`src/rtl/id_pipe.sv`:
```
// Decode stage for a MIPS-style pipeline: register file, immediate extension, load-use stall and ID/EX register.
// Define ID_PIPE_BYPASS_EN to let a same-edge write-back reach the captured operands (write-through).
module id_pipe #(
    parameter int DATA_W = 32,
    parameter int REG_N  = 32,
    parameter int AW     = $clog2(REG_N)
) (
    input  logic              CLK,
    input  logic              RST,
    input  logic              Ins_valid,
    input  logic [31:0]       Ins,
    input  logic              Flush,
    input  logic              Wen,
    input  logic [AW-1:0]     Waddr,
    input  logic [DATA_W-1:0] Wdata,
    output logic              Stall,
    output logic              Ex_valid,
    output logic [DATA_W-1:0] Rdata1,
    output logic [DATA_W-1:0] Rdata2,
    output logic [DATA_W-1:0] Ed32,
    output logic [AW-1:0]     Ex_rs,
    output logic [AW-1:0]     Ex_rt,
    output logic [AW-1:0]     Ex_rd,
    output logic [5:0]        Ex_op,
    output logic [5:0]        Ex_funct
);

    localparam logic [5:0] OP_RTYPE = 6'h00;
    localparam logic [5:0] OP_BEQ   = 6'h04;
    localparam logic [5:0] OP_BNE   = 6'h05;
    localparam logic [5:0] OP_ANDI  = 6'h0C;
    localparam logic [5:0] OP_ORI   = 6'h0D;
    localparam logic [5:0] OP_XORI  = 6'h0E;
    localparam logic [5:0] OP_LW    = 6'h23;
    localparam logic [5:0] OP_SW    = 6'h2B;

    logic [DATA_W-1:0] regs [REG_N];

    logic [5:0]        op;
    logic [5:0]        funct;
    logic [AW-1:0]     rs;
    logic [AW-1:0]     rt;
    logic [AW-1:0]     rd;
    logic [DATA_W-1:0] rs_val;
    logic [DATA_W-1:0] rt_val;
    logic [DATA_W-1:0] imm_ext;
    logic              reads_rt;

    assign op    = Ins[31:26];
    assign funct = Ins[5:0];
    assign rs    = Ins[21 +: AW];
    assign rt    = Ins[16 +: AW];
    assign rd    = Ins[11 +: AW];

    // NOTE: every variable driven here gets a default first so no path leaves it unassigned (no latch).
    always_comb begin
        rs_val   = (rs == '0) ? '0 : regs[rs];
        rt_val   = (rt == '0) ? '0 : regs[rt];
        imm_ext  = {{(DATA_W-16){Ins[15]}}, Ins[15:0]};
        reads_rt = 1'b0;
`ifdef ID_PIPE_BYPASS_EN
        if (Wen && Waddr != '0 && Waddr == rs) rs_val = Wdata;
        if (Wen && Waddr != '0 && Waddr == rt) rt_val = Wdata;
`endif
        if (op == OP_ANDI || op == OP_ORI || op == OP_XORI)
            imm_ext = {{(DATA_W-16){1'b0}}, Ins[15:0]};
        if (op == OP_RTYPE || op == OP_SW || op == OP_BEQ || op == OP_BNE)
            reads_rt = 1'b1;
    end

    // Load-use: the lw in ID/EX has not produced its data yet; Flush squashes the consumer anyway.
    assign Stall = !Flush && Ex_valid && (Ex_op == OP_LW) && (Ex_rt != '0) && Ins_valid &&
                   ((Ex_rt == rs) || (reads_rt && Ex_rt == rt));

    // NOTE: the register file is cleared on reset because software relies on all registers starting at zero.
    // NOTE: sequential state uses non-blocking assignments so every flop samples pre-edge values.
    always_ff @(posedge CLK) begin
        if (RST) begin
            for (int i = 0; i < REG_N; i++) regs[i] <= '0;
        end else if (Wen && Waddr != '0) begin
            regs[Waddr] <= Wdata;
        end
    end

    always_ff @(posedge CLK) begin
        if (RST) begin
            Ex_valid <= 1'b0;
            Rdata1   <= '0;
            Rdata2   <= '0;
            Ed32     <= '0;
            Ex_rs    <= '0;
            Ex_rt    <= '0;
            Ex_rd    <= '0;
            Ex_op    <= '0;
            Ex_funct <= '0;
        end else if (Flush || Stall || !Ins_valid) begin
            // Bubble: only the valid bit drops, payload fields hold.
            Ex_valid <= 1'b0;
        end else begin
            Ex_valid <= 1'b1;
            Rdata1   <= rs_val;
            Rdata2   <= rt_val;
            Ed32     <= imm_ext;
            Ex_rs    <= rs;
            Ex_rt    <= rt;
            Ex_rd    <= rd;
            Ex_op    <= op;
            Ex_funct <= funct;
        end
    end

endmodule
```
`config.mk`:
```
export PLATFORM = sky130hd
export DESIGN_NAME = id_pipe
export DESIGN_NICKNAME = d
export VERILOG_FILES = /design/src/rtl/id_pipe.sv
export SDC_FILE = /design/constraint.sdc
export NUM_CORES = 2
export LEC_CHECK = 0
export CORE_MARGIN = 5
export CORE_UTILIZATION = 44
export DETAILED_ROUTE_END_ITERATION = 12
export PLACE_DENSITY_LB_ADDON = 0.05
export SLEW_MARGIN = 10
export SYNTH_ARGS = -nofsm -noshare
export SYNTH_HDL_FRONTEND = slang
export SYNTH_SLANG_ARGS = --single-unit
```
`constraint.sdc`:
```
create_clock -name CLK -period 9.09 [get_ports CLK]
set_clock_uncertainty 0.05 [all_clocks]
set_input_delay 2.727 -clock CLK [delete_from_list [all_inputs] [get_ports CLK]]
set_output_delay 2.727 -clock CLK [all_outputs]
set_load 0.005 [all_outputs]
```
# Yosys cells after proc, flatten, opt, wreduce, memory -nomap -nowiden
# Memories as Yosys holds them, arrays and structs flattened.
# Cells that the tools add are included.
# W data, S select, Z words.
dict set report totals {
  latchBits 0
  elab_cells 55
  rom_bits 0
  ram_bits 1024
  memories 1
  out_inout_bits 125
  ff_bits 124
  inputBits 74
}
# memory words word_bits read_ports rd_ports_with_merged_regs wr line
set memory_table {}
lappend memory_table {regs 32 32 2 0 32 37} ;# logic [DATA_W-1:0] regs [REG_N];
dict set report classes {
  reduce_logical 23
  multipliers 0
  shifts 0
  order_cmp 0
  mux 13
  n_div 0
  n_bitwise 0
  n_addsub 0
  n_eq_ne 9
}
# cell n
set ops {}
lappend ops {{$mux W32} 4}
lappend ops {{$reduce_or A32 Y1} 1}
lappend ops {{$eq A6 B4 Y1 const B} 3}
lappend ops {{$eq A6 B3 Y1 const B} 2}
lappend ops {{$eq A6 B6 Y1 const B} 2}
lappend ops {{$eq A5 B5 Y1} 2}
lappend ops {{$logic_not A5 Y1} 2}
lappend ops {{$reduce_bool A5 Y1} 2}
lappend ops {{$logic_or A1 B1 Y1} 8}
lappend ops {{$mux W1} 8}
lappend ops {{$logic_and A1 B1 Y1} 7}
lappend ops {{$logic_not A6 Y1} 1}
lappend ops {{$mux W5} 1}
lappend ops {{$logic_not A1 Y1} 2}

# Depth between registers and ports, before layout
dict set report depth {
  depth_word 11
  depth_mapped 9
  ltp_nobuf 7
}

# Worst setup path before layout
# Ideal clock, no wire load.
dict set report synth_path {
  kind {input port to output port}
  start {input port Ins[31]}
  end {output port Stall}
  t_required_ns 6.313
  t_arrival_ns 4.137
  slack_ns 2.176
  stages 5
  path_cell_list {or4_1 > a2111oi_2 > o21ai_2 > inv_2 > buf_2}
}
dict set report synth_via {
  elab_chain_cells 8
  word_cells_on_any_way 11
  classes_between {eq/ne (3); mux (1); reduce/logical (7)}
}
# element line
set synth_lines {}
lappend synth_lines {{from (decl)} 11} ;# input logic [31:0] Ins,
lappend synth_lines {{$eq A6 B6 Y1 or $logic_not A6 Y1 (tied branches)} 67} ;# if (op == OP_RTYPE || op == OP_SW || op == OP_BEQ || op == OP_BNE)
lappend synth_lines {{$logic_or A1 B1 Y1 (2 in series)} 67}
lappend synth_lines {{$logic_or A1 B1 Y1 (*)} 67}
lappend synth_lines {{$mux W1 (*)} 67}
lappend synth_lines {{$logic_and A1 B1 Y1 (*)} 73} ;# ((Ex_rt == rs) || (reads_rt && Ex_rt == rt));
lappend synth_lines {{$logic_or A1 B1 Y1 (*)} 73}
lappend synth_lines {{$logic_and A1 B1 Y1 (*)} 72} ;# assign Stall = !Flush && Ex_valid && (Ex_op == OP_LW) && (Ex_rt != '0) && Ins_valid &&
lappend synth_lines {{to (decl)} 16} ;# output logic Stall,
# Every way passes the cells marked *; elsewhere a longest branch is shown, timed or not.

# Worst setup path in the final report
dict set report layout_path {
  start {input port Ins[26]}
  end {output port Stall}
}
# The elaborated chain is that of the path after synthesis.

==> impl_metrics.ini <==
[setup_path]
slowest_stage = clkdlybuf4s50_1
cp-start-kind = input port
crit_fanout = 12
r2r_slack_ns = 5.81
slowest_delay_ns = 0.54
crit_chain = clkdlybuf4s50_1 -> nor2b_1 -> or4_1 -> a2111oi_2 -> o21ai_2 -> inv_2 -> clkdlybuf4s50_1
r2r-start = Ex_rt[4]$_SDFFE_PP0N_
r2r_cells = 8
crit_required_ns = 6.31
path_class = input port to output port
r2r_end = Rdata1[11]$_SDFFE_PP0N_
critPathMostFrequentCell = clkdlybuf4s50_1
arrival_ns = 5.12
end_kind = output port

[finish]
fin_nets = 3904
area_growth_syn_to_layout_pct = 14.2
ff_latch_area_sq_um = 32700
multiInputGateArea_sq_um = 24000
final_cells = 5699
drive_above_1_share_pct = 25.5
fillers = 11000
fin_area_sq_um = 66200

[place]
port_buffers = 198
place_congestion = 0.882
pre_cts_ws_ns = 1.21
dp_cells = 5451
place_hpwl_mm = 115
placed_area_sq_um = 61800

[clocking]
postCtsHoldBufs = 0
clkTransAtPathRegs_ns = 0.05
cts_resized = 0
cts_buffers = 132
htreeDepth = 4
clk_latency_ns = 0.77
cts_root_buffer = clkbuf_16
cts.sinks = 1122
cts_tree = built
clk_path_buf_depth = 3
postCtsSetupRepairBufs = 0

[die]
die_w_um = 373
fp.coreArea_sq_um = 131000
die_y_um = 373
die_area_sq_um = 139000
rows = 133
io_pins = 199
initial_core_util_pct = 44.2

[timing]
finalMaxSlewViolations = 0
fmax_mhz = 127
relSlewSlack_pct = 14.3
setup_violations = 0
fin_crit_sh_pct = 86.9
worstMarginPinSlew_ns = 1.28
finalWorstPathRequiredPeriod_ns = 7.90
layout_setup_ws_ns = 1.19
finalHoldViolations = 0
fin_setup_tns_ns = 0
rsz0062_at_grt = false

[min_path]
hp-class = flop to flop
min_from = Rdata2[24]$_SDFFE_PP0N_
min_path_cells = 1
whs_endpoint = Rdata2[24]$_SDFFE_PP0N_

[yosys]
ys.warnings.count = 0
synth_area_sq_um = 58000
synth-main-ff-cell = edfxtp_1
ys_seq_area_share_pct = 56.4
synth_edf_count = 1024
ys_seq_elements = 1122
synth.avg_cell_area_sq_um = 15.3
yosysUniqueCellTypes = 44
async_reset_ff_share_pct = 0
synth_cells = 3800

[detailed_routing]
drcViolationCount = 0
ant_nets = 0
vias = 37000
dr.first_iter.drc_count = 4791
via_per_inst = 6.50
first_pass_iters = 5
post_drt_wl_per_cell_um = 36.9
wirelength_mm = 211

[status]
outcome = finished, final reports clean

[global_route]
grt_max_degree = 119
grt_pass1_wl_mm = 295
grt_pass1_vias = 37800
overflow = 0
grt_util_all_layers_pct = 30.0
grt_antenna_before_repair = 22

[job]
drv_cap = 0

[power_and_ir_drop]
power.density_nw_per_um2 = 195
p_leak_nw = 21.9
total_power_mw = 12.9
vdd_ir_drop_max_mv = 0.207
-- state kept, by name, indices dropped and copies added (netlist names) --
name	flops
Ex_rt	5
Ex_valid	1
Rdata2	32
Ex_rs	5
Rdata1	32
regs	1024
Ed32	17
Ex_op	6
-- layout by cell type, fill, tap and decap left out, types with 4 or more instances in the layout --
cell type / count
clkdlybuf4s50_1: 187
xnor2_1: 7
a21oi_1: 31
diode_2: 10
a22o_1: 14
nand3_1: 33
conb_1: 32
a32o_1: 50
mux4_2: 540
buf_12: 5
o21ai_0: 29
mux2i_1: 50
nand4_1: 4
clkbuf_8: 7
bufinv_16: 11
clkbuf_16: 140
edfxtp_1: 1024
dfxtp_1: 98
buf_4: 117
buf_8: 4
clkinv_1: 25
nor2_2: 16
clkinv_2: 25
o2111ai_1: 50
o21ai_4: 31
nand3b_1: 5
nor2_4: 19
clkbuf_1: 25
nand2_1: 56
a221oi_1: 50
o211ai_1: 150
or2_2: 50
mux2_2: 14
and2_1: 992
-- final cells by class --
type	count	area share [%]
flip-flops and latches	1122	49.4
multi-input cells	2254	36.2
clock buffers	172	5.58
repair buffers	316	4.45
well taps	1755	3.32
clock inverters	66	0.896
diodes	10	0.0378
inverters	4	0.0246
-- logic make-up (layout without fill, tap and decap cells) --
family,after synthesis,count (layout),synth area share [%]
multiplexers,604,604,22.1
AO/OA/AOI/OAI,410,410,5.42
buffers and inverters,455,558,3.34
flip-flops,1122,1122,56.4
XOR/XNOR,10,10,0.151
AND/OR/NAND/NOR,1198,1198,12.5
other,1,42,0.00647
-- through the flow --
stage / hold slack (ns) / utilization, %
6_report: 0.418 / 50.4
5_1_grt: 0.448 / 50.4
4_1_cts: 0.422 / 50.4
3_5_place_dp: 0.409 / 47.2
3_3_place_gp: 0.404 / 47.2
2_1_floorplan: 0.410 / -
-- cells in the mapped netlist, types with 3 or more instances --
cell type / count / share of area, %
xor2_1: 3 / 0.045
nor2b_1: 3 / 0.032
o211ai_1: 150 / 1.9
buf_4: 27 / 0.35
a221oi_1: 50 / 0.76
o21ai_0: 60 / 0.52
edfxtp_1: 1024 / 53
buf_2: 78 / 0.67
mux4_2: 540 / 21
dfxtp_1: 98 / 3.4
buf_1: 17 / 0.11
nand3_1: 34 / 0.29
nand2_1: 56 / 0.36
xnor2_1: 7 / 0.11
a32o_1: 50 / 0.86
o2111ai_1: 50 / 0.76
nand3b_1: 5 / 0.065
a22o_1: 14 / 0.21
and2_1: 992 / 11
buf_6: 4 / 0.078
a21oi_1: 31 / 0.27
mux2_2: 14 / 0.27
nand4_1: 4 / 0.043
clkbuf_1: 325 / 2.1
or2_2: 50 / 0.54
nor2_1: 38 / 0.25
mux2i_1: 50 / 0.86
-- where the power goes --
group	internal (mW)	switching, mW	leakage [nW]
clock network	3.16	2.17	2.11
logic	0.634	0.840	9.25
registers	5.91	0.161	10.6
total	9.71	3.17	21.9
-- worst max-delay path by stage --
stage / start / to / slack [ns] / cells after the start
after floorplan: Ins[31] / Stall / 2.18 / 5
after CTS: Ins[26] / Stall / 1.20 / 7
after global routing: Ins[26] / Stall / 1.08 / 7
after global placement: Ins[26] / Stall / 1.14 / 7
final: Ins[26] / Stall / 1.19 / 7
after detailed placement: Ins[26] / Stall / 1.21 / 7
-- worst max-delay path: cells and delay by family --
kind / cells / cell delay [ns]
and+or+nand+nor: 2 / 0.64
buffers and inverters: 3 / 1.21
AOI/OAI and AO/OA: 2 / 0.54
-- metal layers --
| metal | GRT usage, % | wire, um | up-vias | part of all wire (%) |
|---|---|---|---|---|
| met2 | 48.0 | 99500 | 2104 | 47 |
| met4 | 11.8 | 8980 | 6 | 4.3 |
| met5 | 0 | 41 | - | 0.019 |
| met3 | 6.83 | 20500 | 387 | 9.7 |
| met1 | 40.3 | 81500 | 19700 | 39 |
| li1 | - | - | 14900 | - |
(Power assumes the default switching activity.)
